### src/rtl/breakout_game_sequencer_if.sv
// rtl/breakout_game_sequencer_if.sv - event inputs and game-status outputs of the breakout sequencer
interface breakout_game_sequencer_if;
    logic       tick;
    logic       start;
    logic       block_hit;
    logic       ball_lost;
    logic [2:0] state;
    logic       motion_en;
    logic       grid_reload;
    logic       serve_load;
    logic [3:0] score_ones;
    logic [3:0] score_tens;
    logic [3:0] lives;
    logic [1:0] level;
    logic [6:0] blocks_left;

    modport master (
        output tick, start, block_hit, ball_lost,
        input  state, motion_en, grid_reload, serve_load,
        input  score_ones, score_tens, lives, level, blocks_left
    );

    modport slave (
        input  tick, start, block_hit, ball_lost,
        output state, motion_en, grid_reload, serve_load,
        output score_ones, score_tens, lives, level, blocks_left
    );
endinterface

### src/rtl/breakout_game_sequencer.sv
// rtl/breakout_game_sequencer.sv - breakout game-flow FSM: lives, BCD score, blocks, level
// Optional macro EXTRA_LIFE_EN: award a life on every tens-digit increment of the score.
module breakout_game_sequencer #(
    parameter int INIT_LIVES  = 9,
    parameter int NUM_BLOCKS  = 60,
    parameter int SERVE_TICKS = 60,
    parameter int LEVEL_MAX   = 3
) (
    input  logic                       clk,
    input  logic                       rst,
    breakout_game_sequencer_if.slave   bus
);
    localparam int TW = (SERVE_TICKS < 2) ? 1 : $clog2(SERVE_TICKS + 1);

    typedef enum logic [2:0] {
        ST_IDLE      = 3'b000,
        ST_SERVE     = 3'b001,
        ST_PLAY      = 3'b010,
        ST_LOST      = 3'b011,
        ST_LEVEL_UP  = 3'b100,
        ST_WIN       = 3'b101,
        ST_GAME_OVER = 3'b110
    } state_t;

    state_t          state_q, state_next;
    logic [TW-1:0]   timer_q;
    logic [3:0]      ones_q, tens_q, lives_q, lives_upd;
    logic [1:0]      level_q;
    logic [6:0]      blocks_q;
    logic            motion_q, grid_q, serve_q;
    logic            game_init, level_init, timer_load, timer_dec;
    logic            grid_pulse, serve_pulse;
    logic            in_play, hit_ok, clears, loss_ok, timer_last, score_max;

    assign in_play    = (state_q == ST_PLAY);
    assign hit_ok     = in_play && bus.block_hit;
    assign clears     = hit_ok && (blocks_q == 7'd1);
    // A hit that empties the grid takes priority; a simultaneous loss is dropped.
    assign loss_ok    = in_play && bus.ball_lost && !clears;
    assign timer_last = (timer_q <= TW'(1));
    assign score_max  = (tens_q == 4'd9) && (ones_q == 4'd9);

`ifdef EXTRA_LIFE_EN
    logic bonus;
    assign bonus = hit_ok && (ones_q == 4'd9) && !score_max;

    always_comb begin
        lives_upd = lives_q;
        if (bonus && loss_ok)
            lives_upd = lives_q;
        else if (bonus)
            lives_upd = (lives_q < 4'd9) ? lives_q + 4'd1 : lives_q;
        else if (loss_ok)
            lives_upd = lives_q - 4'd1;
    end
`else
    always_comb begin
        lives_upd = lives_q;
        if (loss_ok)
            lives_upd = lives_q - 4'd1;
    end
`endif

    always_comb begin
        state_next  = state_q;
        game_init   = 1'b0;
        level_init  = 1'b0;
        timer_load  = 1'b0;
        timer_dec   = 1'b0;
        grid_pulse  = 1'b0;
        serve_pulse = 1'b0;
        case (state_q)
            ST_IDLE: begin
                if (bus.start) begin
                    state_next  = ST_SERVE;
                    game_init   = 1'b1;
                    timer_load  = 1'b1;
                    grid_pulse  = 1'b1;
                    serve_pulse = 1'b1;
                end
            end
            ST_SERVE: begin
                if (bus.tick) begin
                    timer_dec = 1'b1;
                    if (timer_last)
                        state_next = ST_PLAY;
                end
            end
            ST_PLAY: begin
                if (clears) begin
                    state_next = (level_q < 2'(LEVEL_MAX)) ? ST_LEVEL_UP : ST_WIN;
                end else if (loss_ok) begin
                    if (lives_upd == 4'd0) begin
                        state_next = ST_GAME_OVER;
                    end else begin
                        state_next = ST_LOST;
                        timer_load = 1'b1;
                    end
                end
            end
            ST_LOST: begin
                if (bus.tick) begin
                    timer_dec = 1'b1;
                    if (timer_last) begin
                        state_next  = ST_SERVE;
                        timer_load  = 1'b1;
                        serve_pulse = 1'b1;
                    end
                end
            end
            ST_LEVEL_UP: begin
                state_next  = ST_SERVE;
                level_init  = 1'b1;
                timer_load  = 1'b1;
                grid_pulse  = 1'b1;
                serve_pulse = 1'b1;
            end
            ST_WIN, ST_GAME_OVER: begin
                if (bus.start)
                    state_next = ST_IDLE;
            end
            default: state_next = ST_IDLE;
        endcase
    end

    always_ff @(posedge clk) begin
        if (rst) begin
            state_q  <= ST_IDLE;
            motion_q <= 1'b0;
            grid_q   <= 1'b0;
            serve_q  <= 1'b0;
            timer_q  <= '0;
            ones_q   <= 4'd0;
            tens_q   <= 4'd0;
            lives_q  <= 4'(INIT_LIVES);
            level_q  <= 2'd1;
            blocks_q <= 7'(NUM_BLOCKS);
        end else begin
            state_q  <= state_next;
            motion_q <= (state_next == ST_PLAY);
            grid_q   <= grid_pulse;
            serve_q  <= serve_pulse;

            if (timer_load)
                timer_q <= TW'(SERVE_TICKS);
            else if (timer_dec && (timer_q != '0))
                timer_q <= timer_q - TW'(1);

            if (game_init) begin
                ones_q   <= 4'd0;
                tens_q   <= 4'd0;
                lives_q  <= 4'(INIT_LIVES);
                level_q  <= 2'd1;
                blocks_q <= 7'(NUM_BLOCKS);
            end else begin
                lives_q <= lives_upd;
                if (level_init) begin
                    level_q  <= level_q + 2'd1;
                    blocks_q <= 7'(NUM_BLOCKS);
                end
                if (hit_ok) begin
                    if (blocks_q != 7'd0)
                        blocks_q <= blocks_q - 7'd1;
                    if (!score_max) begin
                        if (ones_q == 4'd9) begin
                            ones_q <= 4'd0;
                            tens_q <= tens_q + 4'd1;
                        end else begin
                            ones_q <= ones_q + 4'd1;
                        end
                    end
                end
            end
        end
    end

    assign bus.state       = state_q;
    assign bus.motion_en   = motion_q;
    assign bus.grid_reload = grid_q;
    assign bus.serve_load  = serve_q;
    assign bus.score_ones  = ones_q;
    assign bus.score_tens  = tens_q;
    assign bus.lives       = lives_q;
    assign bus.level       = level_q;
    assign bus.blocks_left = blocks_q;
endmodule

### src/flat_wrapper.sv
// flat-port wrapper written by rule: the top's interface ports become plain ports
module breakout_game_sequencer_flat 
#(
    parameter int INIT_LIVES  = 9,
    parameter int NUM_BLOCKS  = 60,
    parameter int SERVE_TICKS = 60,
    parameter int LEVEL_MAX   = 3
)
  (clk, rst, bus_tick, bus_start, bus_block_hit, bus_ball_lost, bus_state, bus_motion_en, bus_grid_reload, bus_serve_load, bus_score_ones, bus_score_tens, bus_lives, bus_level, bus_blocks_left);
  breakout_game_sequencer_if bus_i ();
  input  logic clk;
  input  logic rst;
  input wire logic [$bits(bus_i.tick)-1:0] bus_tick;
  input wire logic [$bits(bus_i.start)-1:0] bus_start;
  input wire logic [$bits(bus_i.block_hit)-1:0] bus_block_hit;
  input wire logic [$bits(bus_i.ball_lost)-1:0] bus_ball_lost;
  output wire logic [$bits(bus_i.state)-1:0] bus_state;
  output wire logic [$bits(bus_i.motion_en)-1:0] bus_motion_en;
  output wire logic [$bits(bus_i.grid_reload)-1:0] bus_grid_reload;
  output wire logic [$bits(bus_i.serve_load)-1:0] bus_serve_load;
  output wire logic [$bits(bus_i.score_ones)-1:0] bus_score_ones;
  output wire logic [$bits(bus_i.score_tens)-1:0] bus_score_tens;
  output wire logic [$bits(bus_i.lives)-1:0] bus_lives;
  output wire logic [$bits(bus_i.level)-1:0] bus_level;
  output wire logic [$bits(bus_i.blocks_left)-1:0] bus_blocks_left;
  assign bus_i.tick = bus_tick;
  assign bus_i.start = bus_start;
  assign bus_i.block_hit = bus_block_hit;
  assign bus_i.ball_lost = bus_ball_lost;
  assign bus_state = bus_i.state;
  assign bus_motion_en = bus_i.motion_en;
  assign bus_grid_reload = bus_i.grid_reload;
  assign bus_serve_load = bus_i.serve_load;
  assign bus_score_ones = bus_i.score_ones;
  assign bus_score_tens = bus_i.score_tens;
  assign bus_lives = bus_i.lives;
  assign bus_level = bus_i.level;
  assign bus_blocks_left = bus_i.blocks_left;
  breakout_game_sequencer #(.INIT_LIVES(INIT_LIVES), .NUM_BLOCKS(NUM_BLOCKS), .SERVE_TICKS(SERVE_TICKS), .LEVEL_MAX(LEVEL_MAX)) u_core (.clk(clk), .rst(rst), .bus(bus_i));
endmodule
### config.mk
export PLATFORM = sky130hd
export DESIGN_NAME = breakout_game_sequencer_flat
export DESIGN_NICKNAME = d
export VERILOG_FILES = /design/src/rtl/breakout_game_sequencer_if.sv /design/src/rtl/breakout_game_sequencer.sv /design/src/flat_wrapper.sv
export SDC_FILE = /design/constraint.sdc
export NUM_CORES = 1
export LEC_CHECK = 0
export BUFFER_PORTS_ARGS = -buffer_cell sky130_fd_sc_hd__buf_2
export CAP_MARGIN = 40
export CORE_UTILIZATION = 35
export CTS_BUF_LIST = sky130_fd_sc_hd__clkbuf_4 sky130_fd_sc_hd__clkbuf_8
export CTS_CLUSTER_DIAMETER = 200
export DETAILED_ROUTE_END_ITERATION = 8
export PLACE_DENSITY_LB_ADDON = 0.05
export RECOVER_POWER = 25
export SYNTH_ARGS = -nofsm -noshare
export SYNTH_HDL_FRONTEND = slang
export SYNTH_SLANG_ARGS = --single-unit
### constraint.sdc
create_clock -name clk -period 3.25 [get_ports clk]
set_clock_uncertainty 0.05 [all_clocks]
set_input_delay 0.65 -clock clk [delete_from_list [all_inputs] [get_ports clk]]
set_output_delay 0.65 -clock clk [all_outputs]
set_load 0.01 [all_outputs]
==> results_dict.tcl <==
set metrics [dict create \
    cts_tree "built" \
    finalInstanceArea_mm2 0.002230 \
    rows 26 \
    firstDrtPassIters 4 \
    insertedDiodeCount 0 \
    post-route-period-util_pct 73.86 \
    core_mm2 0.005205 \
    port_buffers 32 \
    antenna_found_initial 0 \
    report.final.slew_viol_count 0 \
    root_buffer "clkbuf_8" \
    dr.first_iter.drc_count 65 \
    endpoint_kind "flop" \
    grt_pass1_wl_um 7555 \
    clockBufferDepth 2 \
    yosys-top-cells-area "dfxtp_1 (34%), ha_1 (5.9%), nor2_1 (4.5%)" \
    drt-total-wl_um 4479 \
    postSynthAreaPerCell_um2 8.640 \
    post_cts_buffers 0 \
    post-route-drc-count 0 \
    tightestPinTransition_ns 0.7025 \
    placed_cells 318 \
    area_delta_synth_final_pct 16.24 \
    whs_ns 0.4342 \
    hold_class "reg -> reg" \
    slew_headroom_pct 53.02 \
    synth_top_flop_cell "dfxtp_1" \
    setup_viol 0 \
    rsz0062_at_grt "no" \
    max_freq_mhz 416.6 \
    die_x_um 76.03 \
    hold_buffers 0 \
    synth_warnings 0 \
    track_usage_pct 16.04 \
    synth.largest_area_cell "dfxtp_1" \
    cp_data_required_time_ns 3.42 \
    io_pins 33 \
    viasPerCell 5.218 \
    grt_pass1_vias 1548 \
    period_needed_ns 2.400 \
    grt_max_degree 16 \
    clkSinkCount 33 \
    vdd_drop_max_uv 216.2 \
    worst-setup-path-type "reg -> reg" \
    utilization_pct 42.84 \
    power_density_mw_per_mm2 430.8 \
    final_nets 270 \
    synth_seq_cells 33 \
    layout-drive-gt1-share_pct 17.19 \
    fin_tns_setup_ns 0 \
    drv_cap 0 \
    synthDominantCellAreaShare_pct 34.44 \
    fill_cells 561 \
    clock_latency_ns 0.28 \
    cp-start-kind "flop" \
    seq_area_frac_synth_pct 34.44 \
    critPathMaxFanout 13 \
    status "complete, no violations" \
    dr_total_vias 1701 \
    syn-num-nets 237 \
    clkTransAtPathRegs_ns 0.07 \
    cellLeakagePower_nw 0.8357 \
    wl_per_cell_um 13.74 \
    instances_no_fill 326 \
    ant_nets 0 \
    start_util_pct 36.85 \
    synth_cell_types 52 \
    synth_edf_count 0 \
    overflow 0 \
    numCtsBuffers 5 \
    cts_max_level 2 \
    cp.arrival_ns 2.58 \
    hold_viol 0 \
    routabilityCongestion 0.7541 \
    die_h_um 76.03 \
    dpl_cell_area_mm2 0.002126 \
    synth_area_mm2 0.001918 \
    hpwl_um 3311 \
    cts_resized 0 \
    syn_inst 222 \
    dieArea_mm2 0.005781 \
    synthArstFlopShare_pct 0 \
]
state kept, by name, indices dropped and copies added, names as in the netlist:
register                cells
u_core.bus.score_ones       4
u_core.bus.lives            4
u_core.bus.state            3
u_core.bus.blocks_left      7
u_core.bus.level            2
u_core.bus.serve_load       1
u_core.bus.grid_reload      1
u_core.timer_q              6
u_core.bus.motion_en        1
u_core.bus.score_tens       4
cell usage in the layout (no fill, tap or decap), drive strengths merged, types with 8 or more instances in the layout:
| cell | count |
|---|---|
| a21oi | 16 |
| buf | 20 |
| clkbuf | 20 |
| dfxtp | 33 |
| ha | 9 |
| inv | 12 |
| nand2 | 17 |
| nor2 | 23 |
| nor3 | 8 |
| o21ai | 9 |
layout make-up:
class / count / area [um2] / area share [%]
Timing Repair Buffer: 33 / 151.4 / 6.790
Inverter: 12 / 45.04 / 2.020
Tap cell: 70 / 87.58 / 3.928
Sequential cell: 33 / 660.6 / 29.63
Clock buffer: 7 / 90.09 / 4.040
Multi-Input combinational cell: 170 / 1165 / 52.24
Clock inverter: 1 / 30.03 / 1.347
synthesized netlist by cell type, types with 2 or more instances:
cell type and count:
dfxtp_1 33, or4_1 2, and3_1 5, or4_4 2, a31o_2 3, nor3_1 8, nand4bb_1 2, o21ai_0 9
a21oi_1 16, o211a_1 2, nor3b_1 2, a211oi_1 6, nand4_1 5, xor2_1 5, ha_1 9, clkbuf_1 4
a31oi_1 6, xnor2_1 6, nor2_1 23, o211ai_2 2, nand2_1 17, inv_1 12, or3_2 2, nand2b_1 6
nor2b_1 4, nand3_1 2, or3_1 4
where the power goes:
| part | switching (mW) | internal [mW] |
|---|---|---|
| Sequential | 0.0194 | 0.419 |
| Combinational | 0.0636 | 0.0499 |
| Clock | 0.151 | 0.258 |
routing by layer:
| metal | vias up | track usage, % | share of wire [%] |
|---|---|---|---|
| li1 | 883 | - | - |
| met1 | 779 | 20.07 | 48 |
| met2 | 37 | 27.55 | 48 |
| met3 | 2 | 3.593 | 3.9 |
| met4 | 0 | 4.615 | 0.42 |
| met5 | - | 0 | 0 |
path summary, 6_finish.rpt:
check | startpoint | to | slack, ns | depth (start not counted)
setup reg to reg | u_core.bus.state[1] | u_core.timer_q[1] | 0.85 | 5
hold / removal | u_core.bus.level[1] | u_core.bus.level[1] | 0.43 | 2
setup / recovery | u_core.bus.state[1] | u_core.timer_q[1] | 0.85 | 5
hold reg to reg | u_core.bus.level[1] | u_core.bus.level[1] | 0.43 | 2
cells by family after synthesis:
| kind of cell | synth area share (%) |
|---|---|
| XOR/XNOR | 5.023 |
| buffers and inverters | 4.827 |
| multiplexers | 1.891 |
| adder cells (fa/ha/maj) | 5.871 |
| AND/OR/NAND/NOR | 27.27 |
| flip-flops | 34.44 |
| AO/OA/AOI/OAI | 20.68 |
metrics by stage:
stage	setup slack (ns)	power [mW]
finish	0.8496	0.9605
global route	0.6830	1.016
CTS	0.8569	0.9778
detailed placement	0.6833	0.5622
global placement	0.7220	0.5640
floorplan	1.021	0.5329
worst max-delay path, stage by stage, from the launching register on:
cell and delay (ns):
dfxtp_1 0.56, nand4bb_1 0.35, a41oi_4 0.40, mux2_4 0.35, o31ai_2 0.41, and3_1 0.22
No activity file was read; power rests on OpenSTA's default activity.
